$ cat src/rtl/flag_pkg.sv
// Shared flag bit positions, condition-select encodings and the condition
// evaluator used by the flag status unit.
package flag_pkg;

    localparam int FLAG_COUNT = 5;

    localparam int FLAG_ZERO  = 0;
    localparam int FLAG_ODD   = 1;
    localparam int FLAG_AUX   = 2;
    localparam int FLAG_EVEN  = 3;
    localparam int FLAG_CARRY = 4;

    typedef enum logic [2:0] {
        COND_ZERO     = 3'd0,
        COND_ODD      = 3'd1,
        COND_AUX      = 3'd2,
        COND_EVEN     = 3'd3,
        COND_CARRY    = 3'd4,
        COND_NZERO    = 3'd5,
        COND_NCARRY   = 3'd6,
        COND_ALWAYS   = 3'd7
    } cond_e;

    function automatic logic eval_cond(input logic [2:0] sel,
                                       input logic [FLAG_COUNT-1:0] flags);
        logic res;
        case (cond_e'(sel))
            COND_ZERO:   res = flags[FLAG_ZERO];
            COND_ODD:    res = flags[FLAG_ODD];
            COND_AUX:    res = flags[FLAG_AUX];
            COND_EVEN:   res = flags[FLAG_EVEN];
            COND_CARRY:  res = flags[FLAG_CARRY];
            COND_NZERO:  res = ~flags[FLAG_ZERO];
            COND_NCARRY: res = ~flags[FLAG_CARRY];
            COND_ALWAYS: res = 1'b1;
            default:     res = 1'b1;
        endcase
        return res;
    endfunction

endpackage

$ cat src/rtl/flag_fifo.sv
// Result FIFO holding {sum, flags} pairs; head is presented straight from
// storage, and a full FIFO refuses new entries without pass-through.
module flag_fifo #(
    parameter int DATA_W = 8,
    parameter int FLAG_W = 5,
    parameter int DEPTH  = 4
) (
    input  logic              clk,
    input  logic              rst,
    input  logic              in_valid,
    input  logic [DATA_W-1:0] in_sum,
    input  logic [FLAG_W-1:0] in_flags,
    output logic              in_ready,
    output logic              out_valid,
    output logic [DATA_W-1:0] out_sum,
    output logic [FLAG_W-1:0] out_flags,
    input  logic              out_ready,
    output logic              push
);

    localparam int AW = $clog2(DEPTH);
    localparam logic [AW:0] FULL_CNT = (AW+1)'(DEPTH);
    localparam logic [AW:0] CNT_ONE  = (AW+1)'(1);
    localparam logic [AW-1:0] PTR_ONE = AW'(1);

    logic [DATA_W+FLAG_W-1:0] mem_r [DEPTH];
    logic [AW-1:0]            wr_ptr_r;
    logic [AW-1:0]            rd_ptr_r;
    logic [AW:0]              count_r;
    logic                     pop_s;
    logic [DATA_W+FLAG_W-1:0] head_s;

    assign in_ready  = (count_r < FULL_CNT);
    assign out_valid = (count_r != {(AW+1){1'b0}});
    assign push      = in_valid && in_ready;
    assign pop_s     = out_valid && out_ready;
    assign head_s    = mem_r[rd_ptr_r];
    assign out_sum   = head_s[DATA_W+FLAG_W-1:FLAG_W];
    assign out_flags = head_s[FLAG_W-1:0];

    // Entry storage; contents are don't-care while the slot is unoccupied.
    always_ff @(posedge clk) begin
        if (push) begin
            mem_r[wr_ptr_r] <= {in_sum, in_flags};
        end
    end

    // Pointers and occupancy; pointers wrap naturally at the power-of-2 depth.
    always_ff @(posedge clk) begin
        if (rst) begin
            wr_ptr_r <= {AW{1'b0}};
            rd_ptr_r <= {AW{1'b0}};
            count_r  <= {(AW+1){1'b0}};
        end else begin
            if (push) begin
                wr_ptr_r <= wr_ptr_r + PTR_ONE;
            end
            if (pop_s) begin
                rd_ptr_r <= rd_ptr_r + PTR_ONE;
            end
            case ({push, pop_s})
                2'b10:   count_r <= count_r + CNT_ONE;
                2'b01:   count_r <= count_r - CNT_ONE;
                default: count_r <= count_r;
            endcase
        end
    end

endmodule

$ cat src/rtl/flag_status_unit.sv
// Adder-result buffer with sticky flags, last-flags condition evaluation and
// operation/carry counters around a small result FIFO.
module flag_status_unit
    import flag_pkg::*;
#(
    parameter int DATA_W = 8,
    parameter int FLAG_W = 5,
    parameter int DEPTH  = 4
) (
    input  logic              clk,
    input  logic              rst,
    input  logic              in_valid,
    input  logic [DATA_W-1:0] in_sum,
    input  logic [FLAG_W-1:0] in_flags,
    output logic              in_ready,
    output logic              out_valid,
    output logic [DATA_W-1:0] out_sum,
    output logic [FLAG_W-1:0] out_flags,
    input  logic              out_ready,
    input  logic              sticky_clr,
    output logic [FLAG_W-1:0] sticky_flags,
    input  logic [2:0]        cond_sel,
    output logic              cond_true,
    output logic [7:0]        op_count,
    output logic [7:0]        carry_count
);

    logic              push_s;
    logic [FLAG_W-1:0] sticky_r;
    logic [FLAG_W-1:0] last_flags_r;
    logic [7:0]        op_count_r;
    logic [7:0]        carry_count_r;

    flag_fifo #(
        .DATA_W (DATA_W),
        .FLAG_W (FLAG_W),
        .DEPTH  (DEPTH)
    ) u_fifo (
        .clk       (clk),
        .rst       (rst),
        .in_valid  (in_valid),
        .in_sum    (in_sum),
        .in_flags  (in_flags),
        .in_ready  (in_ready),
        .out_valid (out_valid),
        .out_sum   (out_sum),
        .out_flags (out_flags),
        .out_ready (out_ready),
        .push      (push_s)
    );

    // Sticky accumulation; a clear coinciding with a push keeps only the new flags.
    always_ff @(posedge clk) begin
        if (rst) begin
            sticky_r <= {FLAG_W{1'b0}};
        end else if (sticky_clr && push_s) begin
            sticky_r <= in_flags;
        end else if (sticky_clr) begin
            sticky_r <= {FLAG_W{1'b0}};
        end else if (push_s) begin
            sticky_r <= sticky_r | in_flags;
        end
    end

    // Last accepted flags and counters; carry count saturates, op count wraps.
    always_ff @(posedge clk) begin
        if (rst) begin
            last_flags_r  <= {FLAG_W{1'b0}};
            op_count_r    <= 8'd0;
            carry_count_r <= 8'd0;
        end else if (push_s) begin
            last_flags_r <= in_flags;
            op_count_r   <= op_count_r + 8'd1;
            if (in_flags[FLAG_CARRY] && (carry_count_r != 8'hFF)) begin
                carry_count_r <= carry_count_r + 8'd1;
            end
        end
    end

    // Condition select evaluated on the most recently accepted flags.
    always_comb begin
        cond_true = eval_cond(cond_sel, last_flags_r[FLAG_COUNT-1:0]);
    end

    assign sticky_flags = sticky_r;
    assign op_count     = op_count_r;
    assign carry_count  = carry_count_r;

endmodule

$ cat config.mk
export PLATFORM = sky130hd
export DESIGN_NAME = flag_status_unit
export DESIGN_NICKNAME = d
export VERILOG_FILES = /design/src/rtl/flag_pkg.sv /design/src/rtl/flag_fifo.sv /design/src/rtl/flag_status_unit.sv
export SDC_FILE = /design/constraint.sdc
export NUM_CORES = 1
export LEC_CHECK = 0
export ABC_CLOCK_PERIOD_IN_PS = 2590
export BUFFER_PORTS_ARGS = -buffer_cell sky130_fd_sc_hd__clkbuf_2
export CORE_MARGIN = 1.5
export CORE_UTILIZATION = 40
export CTS_CLUSTER_SIZE = 25
export DETAILED_ROUTE_END_ITERATION = 10
export MAX_ROUTING_LAYER = met4
export PLACE_DENSITY = 0.67
export SLEW_MARGIN = 10
export SYNTH_ARGS = -nofsm -noshare
export SYNTH_HDL_FRONTEND = slang
export SYNTH_SLANG_ARGS = --single-unit
$ cat constraint.sdc
create_clock -name clk -period 2.59 [get_ports clk]
set_input_delay 0.3885 -clock clk [delete_from_list [all_inputs] [get_ports clk]]
set_output_delay 0.3885 -clock clk [all_outputs]
set_load 0.01 [all_outputs]
==> insert_results.sql <==
INSERT INTO impl_metrics (metric_group, metric, value, unit) VALUES
('cts', 'cts-buffers-inserted', '9', ''),
('die', 'placement_rows', '33', ''),
('cts', 'clk_path_buf_depth', '2', ''),
('synth', 'netlist-cell-type-count', '39', ''),
('die', 'floorplan.initialDensity', '0.417', ''),
('worst_setup_path', 'crit_path_end_kind', 'output pin', ''),
('timing', 'post-route-worst-setup-slack', '521', 'ps'),
('cts', 'post_cts_setup_driven_buffer_insertion_count', '0', ''),
('worst_setup_path', 'crit_arrival', '1680', 'ps'),
('synth', 'ys_seq_elements', '87', ''),
('placement', 'dp_hpwl', '4170', 'um'),
('placement', 'gpl.final_weighted_congestion', '0.763', ''),
('timing', 'setup_viol_count_final', '0', ''),
('worst_setup_path', 'cp_data_required_time', '2200', 'ps'),
('cts', 'clkSlewWorstSetupHoldPaths', '80', 'ps'),
('placement', 'placed_area', '0.00385', 'mm2'),
('synth', 'netlist.area_leader.share', '0.453', ''),
('job', 'drv.max_cap_violation_count', '0', ''),
('synth', 'avgSynthCellArea', '14.2', 'um2'),
('cts', 'cts.htree.levels', '3', ''),
('cells_and_area', 'multi_input_area', '0.00110', 'mm2'),
('cts', 'cts_root_buf', 'clkbuf_8', ''),
('synth', 'syn_area', '0.00344', 'mm2'),
('worst_setup_path', 'rr_worst_depth', '7', ''),
('pwr', 'powerDensity', '873', 'mW/mm2'),
('cts', 'post_cts_hold_buffer_count', '0', ''),
('min_path', 'timing.hold.worst.class', 'input pin to flip-flop', ''),
('min_path', 'hold_path_startpoint', 'in_sum[6]', ''),
('synth', 'yosys.cell_count.top_type', 'edfxtp_1', ''),
('run_status', 'outcome', 'completed', ''),
('timing', 'setup-tns-final', '0', 'ps'),
('route', 'drt_first_pass_iters', '4', ''),
('timing', 'slew_violations', '0', ''),
('timing', 'period_needed', '2070', 'ps'),
('grt', 'first_global_vias', '2101', ''),
('grt', 'pin_count_of_the_biggest_net_entering_global_routing', '35', ''),
('worst_setup_path', 'critPathMaxFanout', '13', ''),
('route', 'drt-initial-drc-count', '61', ''),
('placement', 'place.port_buffers', '57', ''),
('synth', 'synthesis.nets', '271', ''),
('route', 'via_per_inst', '4.94', ''),
('cells_and_area', 'fillers', '739', ''),
('cells_and_area', 'antenna-diode-count', '0', ''),
('grt', 'grt_antenna_before_repair', '0', ''),
('worst_setup_path', 'source_of_the_worst_register_to_register_timing_path', 'u_fifo.count_r[2]', ''),
('grt', 'global_route_wire_length_before_repair', '10100', 'um'),
('route', 'remaining_design_rule_violation_count', '0', ''),
('cts', 'cts_resized', '0', ''),
('synth', 'synth_enable_flop_cells', '52', ''),
('die', 'fp.dieW', '95.8', 'um'),
('cells_and_area', 'finish.net_count', '336', ''),
('pwr', 'vdd_ir_drop_max', '484', 'uV'),
('route', 'antenna_violating_nets_post_route', '0', ''),
('worst_setup_path', 'critPathLaunchType', 'flip-flop', ''),
('cells_and_area', 'ff_latch_area', '0.00226', 'mm2'),
('grt', 'grt_util_all_layers', '0.154', ''),
('synth', 'synth_area_leaders', 'edfxtp_1 (45%), dfxtp_1 (20%), mux4_2 (8.5%)', ''),
('cts', 'clock_latency', '360', 'ps'),
('die', 'full_die_area', '0.00917', 'mm2'),
('cts', 'cts_sinks', '87', ''),
('timing', 'worst_hold_slack', '248', 'ps'),
('die', 'boundaryPins', '58', ''),
('timing', 'grt_setup_unrepaired', 'no', ''),
('worst_setup_path', 'worst-r2r-setup-slack', '550', 'ps'),
('synth', 'largest_area_contributor_in_the_synthesized_netlist', 'edfxtp_1', ''),
('route', 'drt-total-wl', '6120', 'um'),
('cells_and_area', 'post-route-cell-area', '0.00405', 'mm2'),
('synth', 'yosys_warnings', '0', ''),
('die', 'die_h', '95.8', 'um'),
('timing', 'clock.fmax', '0.483', 'GHz'),
('pwr', 'leakagePower', '1.53', 'nW');
-- layer usage --
metal / track usage / part of all wire / vias to the layer above
met2: 0.253 / 0.49 / 50
met5: - / 0 / -
met3: 0.0624 / 0.055 / 6
met4: 0.0441 / 0.0054 / 0
met1: 0.173 / 0.45 / 980
li1: - / - / 1023
-- worst max path at each step --
| stage | from | end | slack [ps] |
|---|---|---|---|
| after detailed placement | in_valid | u_fifo.count_r[2] | 420 |
| after CTS | flip-flop | out_sum[6] | 480 |
| after global routing | flip-flop | out_sum[6] | 420 |
| final | flip-flop | out_sum[6] | 520 |
| after floorplan | in_valid | u_fifo.count_r[2] | 590 |
| after global placement | in_valid | u_fifo.count_r[2] | 520 |
-- power by group --
part / total (mW) / internal [mW] / leakage [nW] / switching [mW]
Combinational: 0.857 / 0.409 / 0.662 / 0.448
Sequential: 1.73 / 1.64 / 0.763 / 0.0901
Clock: 0.951 / 0.458 / 0.103 / 0.493
Total: 3.54 / 2.51 / 1.53 / 1.03
-- critical path: stages (launching register included) --
cell and delay [ps]:
dfxtp_1 750, mux4_2 430, clkbuf_2 150
-- stage by stage --
step	total power, mW	instances
after floorplan	2.34	242
final	3.54	417
after detailed placement	2.64	401
after global routing	3.76	417
after global placement	2.61	401
after CTS	3.59	417
-- final cells by class --
cell class	count	area share
repair buffers	63	0.0815
flip-flops and latches	87	0.558
multi-input cells	139	0.272
well taps	105	0.0324
clock buffers	9	0.0306
clock inverters	7	0.0191
inverters	7	0.00648
-- cells in the final DEF, fill, tap and decap left out, types with 2 or more instances in the layout --
cell / instances
a211oi_1: 3
a21oi_1: 20
a31oi_1: 3
and2_1: 4
and3_1: 3
and4_1: 2
buf_4: 6
clkbuf_2: 57
clkbuf_8: 9
clkinv_1: 2
dfxtp_1: 35
edfxtp_1: 52
ha_1: 7
inv_1: 6
inv_6: 4
mux4_2: 13
nand2_1: 18
nand2b_1: 6
nand3_1: 4
nand4_1: 3
nor2_1: 21
o21ai_0: 3
xnor2_1: 5
xor2_1: 9
-- state kept, by name, indices dropped and copies added, names as in the netlist, named ones only --
signal / cells
carry_count: 8
last_flags_r: 5
op_count: 8
sticky_flags: 5
u_fifo.count_r: 3
u_fifo.mem_r: 52
u_fifo.rd_ptr_r: 2
u_fifo.wr_ptr_r: 2
-- kinds of logic (layout without fill, tap and decap cells) --
| family | Yosys count | after routing | synth area share |
|---|---|---|---|
| DFF | 87 | 87 | 0.657 |
| and+or+nand+nor | 67 | 67 | 0.101 |
| AOI/OAI and AO/OA | 35 | 35 | 0.0610 |
| buffers and inverters | 16 | 86 | 0.0233 |
| muxes | 15 | 15 | 0.0912 |
| xor gates and xnor gates | 14 | 14 | 0.0356 |
| adders and majority gates | 8 | 8 | 0.0312 |
Power figures use the tool's default switching activity.
